<file path="src/rtl/ir_fetch.sv">
// Instruction fetch stage: owns the program counter, issues single-word reads to
// program memory and holds the fetched word in the instruction register.
module ir_fetch #(
  parameter int DATA_WIDTH   = 16,
  parameter int ADDR_WIDTH   = 16,
  parameter int OPCODE_WIDTH = 7,
  parameter logic [ADDR_WIDTH-1:0] RESET_PC = {ADDR_WIDTH{1'b0}}
) (
  input  logic                             clock,
  input  logic                             notReset,
  input  logic                             fetch,
  input  logic                             load_pc,
  input  logic [ADDR_WIDTH-1:0]            pc_in,
  output logic [ADDR_WIDTH-1:0]            mem_addr,
  output logic                             mem_read,
  input  logic                             mem_ready,
  input  logic [DATA_WIDTH-1:0]            mem_data,
  output logic [OPCODE_WIDTH-1:0]          opcode,
  output logic [DATA_WIDTH-OPCODE_WIDTH-1:0] operand,
  output logic                             valid,
  output logic [ADDR_WIDTH-1:0]            pc,
  output logic                             busy
);

  typedef enum logic [0:0] {ST_IDLE = 1'b0, ST_WAIT = 1'b1} state_t;

  state_t                  r_state;
  state_t                  w_state_nxt;
  logic [ADDR_WIDTH-1:0]   r_pc,        w_pc_nxt;
  logic [DATA_WIDTH-1:0]   r_ir,        w_ir_nxt;
  logic                    r_valid,     w_valid_nxt;
  logic                    r_mem_read,  w_mem_read_nxt;
  logic [ADDR_WIDTH-1:0]   r_mem_addr,  w_mem_addr_nxt;
  logic                    r_pend_fetch, w_pend_fetch_nxt;
  logic                    r_pend_load,  w_pend_load_nxt;
  logic [ADDR_WIDTH-1:0]   r_target,    w_target_nxt;
  logic                    w_start;
  logic                    w_done;

  // A load in IDLE takes priority; any fetch seen with it is deferred one edge.
  assign w_start = (r_state == ST_IDLE) && !load_pc && (fetch || r_pend_fetch);
  assign w_done  = (r_state == ST_WAIT) && mem_ready;

  // State register
  always_ff @(posedge clock or negedge notReset) begin
    if (!notReset) begin
      r_state <= ST_IDLE;
    end else begin
      r_state <= w_state_nxt;
    end
  end

  // Next-state logic
  always_comb begin
    w_state_nxt = r_state;
    case (r_state)
      ST_IDLE: begin
        if (w_start) begin
          w_state_nxt = ST_WAIT;
        end else begin
          w_state_nxt = ST_IDLE;
        end
      end
      ST_WAIT: begin
        if (mem_ready) begin
          w_state_nxt = ST_IDLE;
        end else begin
          w_state_nxt = ST_WAIT;
        end
      end
      default: w_state_nxt = ST_IDLE;
    endcase
  end

  // Next values for the registered datapath and outputs
  always_comb begin
    w_pc_nxt         = r_pc;
    w_ir_nxt         = r_ir;
    w_valid_nxt      = r_valid;
    w_mem_read_nxt   = r_mem_read;
    w_mem_addr_nxt   = r_mem_addr;
    w_pend_fetch_nxt = r_pend_fetch;
    w_pend_load_nxt  = r_pend_load;
    w_target_nxt     = r_target;
    case (r_state)
      ST_IDLE: begin
        if (load_pc) begin
          w_pc_nxt         = pc_in;
          w_pend_fetch_nxt = r_pend_fetch | fetch;
        end else if (w_start) begin
          w_mem_addr_nxt   = r_pc;
          w_mem_read_nxt   = 1'b1;
          w_valid_nxt      = 1'b0;
          w_pend_fetch_nxt = 1'b0;
        end else begin
          w_pend_fetch_nxt = r_pend_fetch;
        end
      end
      ST_WAIT: begin
        if (fetch) begin
          w_pend_fetch_nxt = 1'b1;
        end else begin
          w_pend_fetch_nxt = r_pend_fetch;
        end
        if (load_pc) begin
          w_target_nxt    = pc_in;
          w_pend_load_nxt = 1'b1;
        end else begin
          w_target_nxt    = r_target;
        end
        if (w_done) begin
          w_ir_nxt        = mem_data;
          w_valid_nxt     = 1'b1;
          w_mem_read_nxt  = 1'b0;
          w_pend_load_nxt = 1'b0;
          // A jump arriving on the completion edge itself wins over a saved one.
          if (load_pc) begin
            w_pc_nxt = pc_in;
          end else if (r_pend_load) begin
            w_pc_nxt = r_target;
          end else begin
            w_pc_nxt = r_pc + {{(ADDR_WIDTH-1){1'b0}}, 1'b1};
          end
        end else begin
          w_ir_nxt = r_ir;
        end
      end
      default: begin
        w_mem_read_nxt = 1'b0;
      end
    endcase
  end

  // Datapath and output registers
  always_ff @(posedge clock or negedge notReset) begin
    if (!notReset) begin
      r_pc         <= RESET_PC;
      r_ir         <= {DATA_WIDTH{1'b0}};
      r_valid      <= 1'b0;
      r_mem_read   <= 1'b0;
      r_mem_addr   <= {ADDR_WIDTH{1'b0}};
      r_pend_fetch <= 1'b0;
      r_pend_load  <= 1'b0;
      r_target     <= {ADDR_WIDTH{1'b0}};
    end else begin
      r_pc         <= w_pc_nxt;
      r_ir         <= w_ir_nxt;
      r_valid      <= w_valid_nxt;
      r_mem_read   <= w_mem_read_nxt;
      r_mem_addr   <= w_mem_addr_nxt;
      r_pend_fetch <= w_pend_fetch_nxt;
      r_pend_load  <= w_pend_load_nxt;
      r_target     <= w_target_nxt;
    end
  end

  assign mem_addr = r_mem_addr;
  assign mem_read = r_mem_read;
  assign opcode   = r_ir[DATA_WIDTH-1 -: OPCODE_WIDTH];
  assign operand  = r_ir[DATA_WIDTH-OPCODE_WIDTH-1:0];
  assign valid    = r_valid;
  assign pc       = r_pc;
  assign busy     = (r_state == ST_WAIT);

endmodule

</file>
<file path="config.mk">
export PLATFORM = sky130hd
export DESIGN_NAME = ir_fetch
export DESIGN_NICKNAME = d
export VERILOG_FILES = /design/src/rtl/ir_fetch.sv
export SDC_FILE = /design/constraint.sdc
export NUM_CORES = 1
export LEC_CHECK = 0
export ABC_AREA = 1
export BUFFER_PORTS_ARGS = -buffer_cell sky130_fd_sc_hd__buf_2
export CORE_MARGIN = 5
export CORE_UTILIZATION = 49
export CTS_BUF_LIST = sky130_fd_sc_hd__clkbuf_8
export DETAILED_ROUTE_END_ITERATION = 10
export MAX_ROUTING_LAYER = met4
export PLACE_DENSITY_LB_ADDON = 0.08
export SYNTH_ARGS = -nofsm -noshare
export SYNTH_HDL_FRONTEND = slang
export SYNTH_SLANG_ARGS = --single-unit
</file>
<file path="constraint.sdc">
create_clock -name clock -period 1.3 [get_ports clock]
set_input_delay 0.065 -clock clock [delete_from_list [all_inputs] [get_ports clock]]
set_output_delay 0.065 -clock clock [all_outputs]
set_load 0.03 [all_outputs]
</file>
==> run_results.csv <==
group,metric,value,unit
layout,instances_no_fill,636,
layout,syn_to_final_growth,43.2,%
route,avgRoutedWirePerCell,14.5,microns
clock_tree,clock_path_buffers,2,
global_routing,grt_pass1_vias,3162,
yosys,synth_cells,411,
route,drt-vias-per-instance,5.04,
die,die_area,8450,sq um
clock_tree,numCtsBuffers,9,
clock_tree,clk_pin_slew_worst_paths,80,ps
route,drt-total-wl,9.23,mm
yosys,syn_nets,449,
timing,layout_worst_path_cycle_share,106,%
worst_setup_path,end_kind,"flop",
yosys,synth_top_area_cell,"dfrtp_1",
power,ir_drop,1.11,mV
worst_hold_path,hold_class,"in2reg",
timing,worstMarginPinSlew,450,ps
layout,drive_gt1_share,32.7,%
clock_tree,worstSkewPairLatency,340,ps
timing,max-slew-margin-rel,70.0,%
placed_design,port_buffers,87,
run_status,violations,"setup timing",
timing,min_period,1380,ps
global_routing,antenna_found_initial,0,
yosys,ys_types,27,
timing,slew_viol_final,0,
worst_setup_path,crit_fanout,8,
yosys,avgSynthCellArea,8.00,sq um
die,fp.coreArea,6420,sq um
timing,max_freq,727,MHz
worst_setup_path,r2r_start,"pc[1]$_DFFE_PN0P_",
worst_setup_path,max_stage_delay,420,ps
worst_setup_path,cp_slowest_cell,"dfrtp_2",
die,io_pins,88,
worst_setup_path,critPathArrivalTime,1640,ps
worst_setup_path,cp_top_family,"simple AND/OR/NAND/NOR gates",
die,die_y,91.9,microns
layout,n_antenna_cell,0,
timing,finalWorstSetupSlack,-75.4,ps
timing,finalHoldViolations,0,
worst_hold_path,min_to,"r_pend_fetch$_DFFE_PN0P_",
die,rows,29,
worst_setup_path,r2r_slack,-80,ps
power,p_total,0.00953,W
run_status,outcome,"complete, but fails checks",
power,pwr_density_cell,2020,nW/um^2
worst_hold_path,min_path_cells,3,
die,die_x,91.9,microns
layout,fill_cells,492,
placed_design,post-place-ws,-135,ps
clock_tree,cts_tree,"done",
power,p_leak,2.40,nW
global_routing,grt_max_degree,32,
placed_design,post-place-cells,581,
layout,num-nets-final,592,
yosys,synthTopCellsByArea,"dfrtp_1, nand2_1, o21ai_0",
route,vias,3206,
worst_hold_path,worstHoldStart,"fetch",
global_routing,overflow,0,
route,route.detailed.drc,0,
worst_setup_path,crit_path_start_kind,"flop",
worst_setup_path,r2r_end,"pc[14]$_DFFE_PN0P_",
timing,final-setup-viol-count,6,
global_routing,grt_pass1_wl,15.4,mm
layout,post-route-util,73.3,%
clock_tree,cts-root-buf,"clkbuf_8",
worst_setup_path,reg2reg_depth,7,
worst_setup_path,worstPathBufferInverterCount,0,
die,initial_core_util,51.2,%
placed_design,dp_hpwl,6.38,mm
yosys,synth_seq_area_share,52.5,%
placed_design,place.gp.congestion,0.844,
yosys,synth_top_cell_area_share,52.5,%
timing,tns,-312,ps
yosys,synth-warning-count,0,
clock_tree,clock-sinks,69,
worst_setup_path,cp.required,1570,ps
clock_tree,ctsHtreeMaxLevel,3,
worst_setup_path,critical_path_class,"reg2reg",
route,drt_iter0_markers,183,
worst_setup_path,path_cells,"ha_4 -> nand3_4 -> nor2_4 -> nand4_1 -> nand3_1 -> nand2_1 -> a21oi_2",
route,antenna_left,0,
yosys,ys_seq_elements,69,
global_routing,grtUsageTotal,23.3,%
yosys,syn_area,3290,sq um
job,drv_cap,0,
route,first_pass_iters,4,
timing,finClkSkew,6.71,ps
timing,rsz0062_at_grt,"true",
-- report_power, final --
part,internal [W],switching [W]
Sequential,0.00290,0.000545
Clock,0.000875,0.000825
Combinational,0.00151,0.00288
-- metal layers --
metal | global-route usage, % | vias up | part of all wire (%)
li1 | - | 1588 | -
met1 | 31.6 | 1492 | 44
met2 | 35.6 | 116 | 47
met5 | - | - | 0
met3 | 4.34 | 10 | 7.6
met4 | 7.55 | 0 | 1.3
-- synth_stat cells --
cell and count:
dfrtp_1 69, nor2_4 1, inv_4 2, a21oi_2 5, o21ai_0 35, nand2_1 143
xor2_1 1, nor2_1 35, clkbuf_1 3, nand3_1 15, o21ai_1 3, a22oi_2 2
clkbuf_2 1, ha_1 1, buf_4 1, a22oi_1 6, a21oi_1 29, nand3_2 2
nand2_2 2, inv_2 1, buf_6 3, nand4_1 3, buf_2 9, o21ai_4 1
nor2_2 1, inv_1 36, o2111ai_1 1
-- kinds of logic after synthesis --
family / after synthesis / synth area share, %
compound gates: 82 / 14.4
buf+inv: 56 / 7.72
fa+ha+maj: 1 / 0.380
flops: 69 / 52.5
simple gates: 202 / 24.7
xor+xnor: 1 / 0.266
-- cells in the final DEF (no fill, tap or decap), types with 3 or more instances in the layout --
master         netlist  final
buf_12               0      7
nand3_1             15     15
nand2_4              0      3
buf_4                1     19
clkbuf_8             0      9
dlygate4sd3_1        0     34
a21oi_1             29     22
dfrtp_1             69     61
nor2_1              35     31
inv_2                1      3
nor2_4               1      5
clkinv_2             0      4
inv_1               36     31
o21ai_0             35     31
a21oi_2              5     12
nand2_1            143    137
dfrtp_2              0      8
buf_2                9     87
clkinvlp_4           0      4
nand4_1              3      3
a22oi_1              6      6
nand2_2              2      5
o21ai_1              3      5
-- what timing repair did --
item	4_1_cts	5_1_grt
setup endpoints to repair	25	60
buffers inserted	2	2
resized for setup	9	32
pin swaps	1	8
hold buffers	34	0
cloned	1	0
endpoints found under the hold margin	48	0
-- tightest hold or removal path, cell delays in order --
cell    delay [ps]
buf_2          130
nor2_1          90
nor2_1          40
-- worst max-delay path by stage --
stage / from / endpoint / slack (ps) / depth (start not counted)
finish: pc[1]$_DFFE_PN0P_ / pc[14]$_DFFE_PN0P_ / -80 / 7
global route: pc[1]$_DFFE_PN0P_ / pc[14]$_DFFE_PN0P_ / -170 / 8
CTS: pc[0]$_DFFE_PN0P_ / pc[8]$_DFFE_PN0P_ / -40 / 8
detailed placement: pc[1]$_DFFE_PN0P_ / pc[2]$_DFFE_PN0P_ / -140 / 7
global placement: pc[1]$_DFFE_PN0P_ / pc[2]$_DFFE_PN0P_ / -150 / 7
floorplan: pc[1]$_DFFE_PN0P_ / pc[8]$_DFFE_PN0P_ / -110 / 8
-- sequential cells by signal (all words and copies together), names as in the netlist --
signal / flops
busy: 1
mem_addr: 16
mem_read: 1
pc: 16
r_ir: 16
r_pend_fetch: 1
r_pend_load: 1
r_target: 16
valid: 1
-- per-stage QoR --
step | instance area [sq um] | hold slack, ps
2_1_floorplan | 3340 | -231
3_3_place_gp | 4010 | 31.7
3_5_place_dp | 4010 | 38.6
4_1_cts | 4590 | 0.508
5_1_grt | 4710 | 35.9
6_report | 4710 | 25.0
-- area by class of cell --
cell class	instances	area [sq um]	area share, %
sequential	69	1740	36.9
clock inverter	7	66.3	1.41
inverter	39	164	3.48
tap	77	96.3	2.05
multi-input combinational	286	1440	30.6
clock buffer	9	124	2.63
timing repair inverter	1	7.51	0.159
timing repair buffer	148	1070	22.7
Power figures use the tool's default switching activity.
